===== src/rtl/cpc_mem_scheduler.sv =====
// Time-slot arbiter sharing one external memory port between video, CPU and host.
// Each access holds mem_cs_o for ACCESS_CYCLES cycles, then pulses the winner's ack.
module cpc_mem_scheduler #(
  parameter int unsigned AW            = 20,
  parameter int unsigned ACCESS_CYCLES = 3
) (
  input  logic          clock_i,
  input  logic          reset_i,
  input  logic          vid_req_i,
  input  logic [AW-1:0] vid_addr_i,
  output logic          vid_ack_o,
  output logic [7:0]    vid_dat_o,
  input  logic          cpu_req_i,
  input  logic          cpu_we_i,
  input  logic [AW-1:0] cpu_addr_i,
  input  logic [7:0]    cpu_dat_i,
  output logic          cpu_ack_o,
  output logic [7:0]    cpu_dat_o,
  input  logic          hst_req_i,
  input  logic          hst_we_i,
  input  logic [AW-1:0] hst_addr_i,
  input  logic [7:0]    hst_dat_i,
  output logic          hst_ack_o,
  output logic [7:0]    hst_dat_o,
  output logic          mem_cs_o,
  output logic          mem_we_o,
  output logic [AW-1:0] mem_addr_o,
  output logic [7:0]    mem_dat_o,
  input  logic [7:0]    mem_dat_i
);

  localparam int unsigned    CW       = 4;
  localparam logic [CW-1:0]  CNT_LOAD = CW'(ACCESS_CYCLES - 1);

  localparam logic [1:0] S_IDLE   = 2'd0;
  localparam logic [1:0] S_ACCESS = 2'd1;
  localparam logic [1:0] S_DONE   = 2'd2;

  logic [1:0]    state_q, state_d;
  logic [CW-1:0] cnt_q;
  logic [2:0]    gnt_q;   // one-hot {hst, cpu, vid}
  logic [2:0]    pick_c;
  logic          fair_q;  // 0: CPU wins a CPU/host tie, 1: host wins
  logic          last_c;

  assign last_c = (cnt_q == '0);

  // Grant selection: video first, then CPU/host tie broken by the fairness bit
  always_comb begin
    pick_c = 3'b000;
    if (vid_req_i) begin
      pick_c = 3'b001;
    end else if (cpu_req_i && hst_req_i) begin
      pick_c = fair_q ? 3'b100 : 3'b010;
    end else if (cpu_req_i) begin
      pick_c = 3'b010;
    end else if (hst_req_i) begin
      pick_c = 3'b100;
    end
  end

  always_comb begin
    state_d = state_q;
    case (state_q)
      S_IDLE:   if (pick_c != 3'b000) state_d = S_ACCESS;
      S_ACCESS: if (last_c) state_d = S_DONE;
      S_DONE:   state_d = S_IDLE;
      default:  state_d = S_IDLE;
    endcase
  end

  always_ff @(posedge clock_i or posedge reset_i) begin
    if (reset_i) state_q <= S_IDLE;
    else         state_q <= state_d;
  end

  // Datapath: latch the winner, run the window, capture read data, pulse ack
  always_ff @(posedge clock_i or posedge reset_i) begin
    if (reset_i) begin
      cnt_q      <= '0;
      gnt_q      <= 3'b000;
      fair_q     <= 1'b0;
      vid_ack_o  <= 1'b0;
      cpu_ack_o  <= 1'b0;
      hst_ack_o  <= 1'b0;
      vid_dat_o  <= 8'h00;
      cpu_dat_o  <= 8'h00;
      hst_dat_o  <= 8'h00;
      mem_cs_o   <= 1'b0;
      mem_we_o   <= 1'b0;
      mem_addr_o <= '0;
      mem_dat_o  <= 8'h00;
    end else begin
      case (state_q)
        S_IDLE: begin
          if (pick_c != 3'b000) begin
            gnt_q    <= pick_c;
            cnt_q    <= CNT_LOAD;
            mem_cs_o <= 1'b1;
            if (pick_c[0]) begin
              mem_addr_o <= vid_addr_i;
              mem_we_o   <= 1'b0;
            end else if (pick_c[1]) begin
              mem_addr_o <= cpu_addr_i;
              mem_we_o   <= cpu_we_i;
              mem_dat_o  <= cpu_dat_i;
              fair_q     <= 1'b1;
            end else begin
              mem_addr_o <= hst_addr_i;
              mem_we_o   <= hst_we_i;
              mem_dat_o  <= hst_dat_i;
              fair_q     <= 1'b0;
            end
          end
        end
        S_ACCESS: begin
          if (last_c) begin
            mem_cs_o  <= 1'b0;
            mem_we_o  <= 1'b0;
            vid_ack_o <= gnt_q[0];
            cpu_ack_o <= gnt_q[1];
            hst_ack_o <= gnt_q[2];
            if (!mem_we_o) begin
              if (gnt_q[0]) vid_dat_o <= mem_dat_i;
              if (gnt_q[1]) cpu_dat_o <= mem_dat_i;
              if (gnt_q[2]) hst_dat_o <= mem_dat_i;
            end
          end else begin
            cnt_q <= cnt_q - CW'(1);
          end
        end
        S_DONE: begin
          vid_ack_o <= 1'b0;
          cpu_ack_o <= 1'b0;
          hst_ack_o <= 1'b0;
        end
        default: begin
          mem_cs_o <= 1'b0;
          mem_we_o <= 1'b0;
        end
      endcase
    end
  end

endmodule

===== config.mk =====
export PLATFORM = sky130hd
export DESIGN_NAME = cpc_mem_scheduler
export DESIGN_NICKNAME = d
export VERILOG_FILES = /design/src/rtl/cpc_mem_scheduler.sv
export SDC_FILE = /design/constraint.sdc
export NUM_CORES = 1
export LEC_CHECK = 0
export ABC_AREA = 1
export CAP_MARGIN = 20
export CORE_MARGIN = 5
export CORE_UTILIZATION = 40
export DETAILED_ROUTE_END_ITERATION = 8
export HOLD_SLACK_MARGIN = 0.03
export PLACE_DENSITY = 0.77
export SLEW_MARGIN = 20
export SYNTH_ARGS = -nofsm -noshare
export SYNTH_HDL_FRONTEND = slang
export SYNTH_SLANG_ARGS = --single-unit

===== constraint.sdc =====
create_clock -name clock_i -period 2.8 [get_ports clock_i]
set_input_delay 0.7 -clock clock_i [delete_from_list [all_inputs] [get_ports clock_i]]
set_output_delay 0.7 -clock clock_i [all_outputs]
set_load 0.005 [all_outputs]

After elaboration in Yosys (flattened, before gate mapping). Cells that the tools add are included.

Add/sub/neg operators: 1. Multipliers: 0. Divide/modulo/power cells: 0. Order comparisons: 0. Eq/ne operators: 5. Shift-type cells: 0. Mux-type cells: 28. Bitwise gates (word level): 3. Reductions and logical operators: 15.

Operator list (count): 20-bit two-way mux (2); 3-bit two-way mux (5); 4-bit AND reduction (3); 1-bit two-way mux (9); 3-bit AND reduction (3); 4-bit two-way mux (2); 8-bit two-way mux (1); 4-bit case mux with 2 select lines (1); 2-bit != test, second input constant (3); 1-bit case mux with 2 select lines (3); 1-bit case mux with 3 select lines (2); 2-bit AND reduction (3); 4-bit logical NOT (1); 2-bit two-way mux (2); 2-bit case mux with 2 select lines (1); 2-bit nonzero test (2); 4-bit by 1-bit subtractor with 4-bit output, second input constant (1); 1-bit NOT (3); 3-bit nonzero test (1); 2-bit by 1-bit equality test with 1-bit output, second input constant (1); 2-bit equality test, second input constant (1); 2-bit logical NOT (1); 1-bit logical AND (1).

Register bits: 67. Latch bits: 0. RAM bits: 0. Memory bits (read-only): 0. Input bits: 91. Output and inout bits: 57. Logic and storage cells: 66. Memories: 0.

Logic depth before layout (Yosys ltp).
Depth after elaboration: 8. Depth in mapped cells: 9. Gate-level depth less buffers: 9.

Worst setup path after synthesis. Ideal clock, no wire load.

Path kind: input -> register. Start point: input hst_req_i. End point: register gnt_q[1]. Setup time: 0.083 ns. Arrival time: 1.421 ns. Required time: 2.717 ns. Setup slack: 1.296 ns. Cell stages on the path: 6. Path buffers: 1. Cells stage by stage: nand2_1 -> buf_4 -> nand3_2 -> nor3_1 -> inv_1 -> o21ai_0.

Longest elaborated chain between the ends: 6. Elaborated cells on any way between the ends: 7. Classes of those cells: 4 x mux; 3 x reduce/logical.

RTL lines: from (decl) (line 19) `input logic hst_req_i,`; 3-bit two-way mux (line 57) `end else if (hst_req_i) begin`; 3-bit two-way mux (line 55) `end else if (cpu_req_i) begin`; 3-bit two-way mux * (line 53) `end else if (cpu_req_i && hst_req_i) begin`; 3-bit two-way mux * (line 51) `if (vid_req_i) begin`; 3-bit nonzero test (line 96) `if (pick_c != 3'b000) begin`; 2-bit AND reduction (no source line); to (signal assigned) (line 97) `gnt_q <= pick_c;`; to (decl) (line 41) `logic [2:0] gnt_q;`.

Every way passes the cells marked *; elsewhere a longest branch is shown, timed or not. A chain may end at the register's enable or synchronous reset.

Worst setup path after layout.
Start point: register mem_we_o. End point: output mem_we_o.

RTL lines: from (decl) (line 26) `output logic mem_we_o,`; from (signal assigned) (line 105) `mem_we_o <= cpu_we_i;`; from (signal assigned) (line 110) `mem_we_o <= hst_we_i;`.

No word-level cell between the ends.

==> results.py <==
metrics = {
    "worst_hold_path": {
        "hold_depth": 2,
        "holdCritPathClass": "reg2reg",
        "min_from": "mem_dat_o[5]$_DFFE_PP0P_",
        "hold_path_end": "mem_dat_o[5]$_DFFE_PP0P_",
    },
    "synth": {
        "synthDominantCellAreaShare_pct": 50.1,
        "synth_nets": 514,
        "synth_cell_types": 24,
        "ys.flop_type": "dfrtp_1",
        "synth-seq-area-share_pct": 50.1,
        "synth.mux.area_fraction_pct": 0,
        "synth_xor_area_share_pct": 0,
        "synth_compound_gate_area_share_pct": 5.68,
        "synthArstFlopShare_pct": 100,
        "synth_area_leaders": "dfrtp_1, nand2_1, nand3_1",
        "synthSimpleGateAreaFrac_pct": 36.9,
        "netlist_area_mm2": 0.00335,
        "synth-edff-count": 0,
        "synth_fa_ha_area_share_pct": 0.374,
        "synth.largest_area_cell": "dfrtp_1",
        "synth_warnings": 0,
        "synth_top_family_by_area": "simple AND/OR/NAND/NOR gates",
        "syn_area_per_cell_um2": 7.94,
        "synth-seq-cells": 67,
        "netlist_instances": 422,
    },
    "clock_network": {
        "cts.repair.resized": 0,
        "hold_buffers": 0,
        "numCtsBuffers": 9,
        "h-tree-depth": 3,
        "post_cts_buffers": 0,
        "clock-sinks": 67,
        "cts_buffer_depth": 2,
        "cts.reportedPaths.clkPinSlew_ns": 0.07,
        "clk_latency_ns": 0.34,
        "cts-root-buf": "clkbuf_8",
        "cts_tree": "yes",
    },
    "timing": {
        "finalWorstPathRequiredPeriod_ns": 2.01,
        "setup_tns_ns": 0,
        "fmax_mhz": 498,
        "slew_viol_final": 0,
        "rsz0062_at_grt": "false",
        "setup_viol": 0,
        "hold_violations": 0,
        "worst_pin_slew_ns": 0.746,
        "finalWorstSetupSlack_ns": 0.791,
        "relSlewSlack_pct": 50.1,
        "fin_worst_skew_ns": 0.0112,
        "fin_crit_sh_pct": 71.8,
    },
    "routing": {
        "via_count": 3364,
        "drtPass1Iterations": 5,
        "wl_um": 9720,
        "drt-wirelength-per-cell_um": 14.4,
        "drt_iter0_drc": 157,
        "viasPerCell": 4.98,
        "drc": 0,
        "ant_nets": 0,
    },
    "grt": {
        "grt_max_degree": 44,
        "antenna_found_initial": 1,
        "grt_pass1_wl_um": 16500,
        "grt-ovfl-total": 0,
        "grt_use_total_pct": 20.2,
        "grt_pass1_vias": 3449,
    },
    "setup_path": {
        "reg2reg_slack_ns": 0.96,
        "end_kind": "output port",
        "crit_buf_inv": 1,
        "path_cells": "clkdlybuf4s50_1",
        "worstSetupStartpointType": "register",
        "crit_slowest_cell": "clkdlybuf4s50_1",
        "arrival_ns": 1.31,
        "reg2reg_depth": 4,
        "critPathRequiredTime_ns": 2.10,
        "critPathTopFamily": "buffers and inverters",
        "rr_endpoint": "mem_dat_o[1]$_DFFE_PP0P_",
        "max_stage_delay_ns": 0.56,
        "rr_startpoint": "state_q[1]$_DFFE_PP0P_",
        "worst-setup-path-type": "reg2out",
        "crit_fanout": 5,
    },
    "cells_and_area": {
        "area_growth_pct": 53.4,
        "drive_gt1_share_pct": 8.06,
        "fin_area_mm2": 0.00514,
        "diodes": 0,
        "finalCoreUtilization_pct": 62.9,
        "layout.nets": 658,
        "final_cell_mix": "nand2_1, clkdlybuf4s50_1, dfrtp_1, nand3_1, nand4_1",
        "final_common_cell": "nand2_1",
    },
    "floorplanning": {
        "core-area_mm2": 0.00818,
        "io_pins": 148,
        "die_h_um": 102,
        "initial_utilization_pct": 41.0,
        "dieArea_mm2": 0.0103,
        "fp-row-count": 33,
        "fp.dieW_um": 102,
    },
    "power_and_ir_drop": {
        "power.total_w": 0.00487,
        "power.leakage_nw": 2.50,
        "vdd_ir_drop_max_v": 0.000333,
        "power_density_mw_per_mm2": 947,
    },
    "placement": {
        "place_congestion": 0.849,
        "dp_slack_ns": 0.467,
        "dp_hpwl_um": 7540,
        "place.port_buffers": 147,
        "place_area_mm2": 0.00490,
    },
    "outcome": {
        "status": "completed",
    },
    "run": {
        "maxCapViolCount": 0,
    },
}
## metal layers
layer  GRT usage [%]  routed length (um)
met1            24.5                3880
met2            33.7                4890
met3            5.03                 627
met4            9.30                 303
met5               0                  13
## final cells by class
type	instances	area (um2)
clock inverter	6	113
inverter	27	101
timing repair buffer	156	1550
sequential	67	1680
fill	705	3040
clock buffer	10	128
multi-input combinational	305	1440
tap	105	131
## synth_stat cells, types with 2 or more instances
cell,n
inv_1,23
nand3_1,61
o21ai_0,6
buf_6,3
nand4_1,28
dfrtp_1,67
o21ai_1,16
clkbuf_1,8
buf_2,8
nand2_1,166
a21oi_1,2
inv_2,4
buf_4,4
nand2_4,3
o21ai_2,8
nor2_1,7
## registers in the layout (all words and copies together) (netlist names)
name / count
mem_we_o: 1
fair_q: 1
mem_cs_o: 1
state_q: 2
mem_addr_o: 20
hst_ack_o: 1
vid_dat_o: 8
cnt_q: 4
cpu_dat_o: 8
vid_ack_o: 1
gnt_q: 3
cpu_ack_o: 1
hst_dat_o: 8
mem_dat_o: 8
## power by group
part	switching [W]	internal, W	total [W]
logic	0.00105	0.00116	0.00221
clock network	0.000371	0.000595	0.000966
registers	0.000270	0.00143	0.00170
## logic make-up after synthesis
kind of cell             after synthesis
flip-flops                            67
buffers and inverters                 50
AND/OR/NAND/NOR                      272
adder cells (fa/ha/maj)                1
AO/OA/AOI/OAI                         32
## worst max-delay path by stage
stage,startpoint,cells after the start,slack (ns),end
6_report,mem_we_o$_DFFE_PP0P_,1,0.79,mem_we_o
3_3_place_gp,hst_req_i,6,0.53,mem_dat_o[7]$_DFFE_PP0P_
5_1_grt,hst_req_i,6,0.69,mem_dat_o[3]$_DFFE_PP0P_
3_5_place_dp,hst_req_i,6,0.47,mem_dat_o[0]$_DFFE_PP0P_
2_1_floorplan,reset_i,1,0.42,cnt_q[0]$_DFFE_PP0P_
4_1_cts,mem_we_o$_DFFE_PP0P_,1,0.77,mem_we_o
## per-stage QoR
stage                     cells  hold slack (ns)
after detailed placement    660            0.459
after global placement      660            0.456
after global routing        676            0.505
after CTS                   676            0.478
after floorplan             422            0.453
final                       676            0.477
No activity file was read; power rests on OpenSTA's default activity.
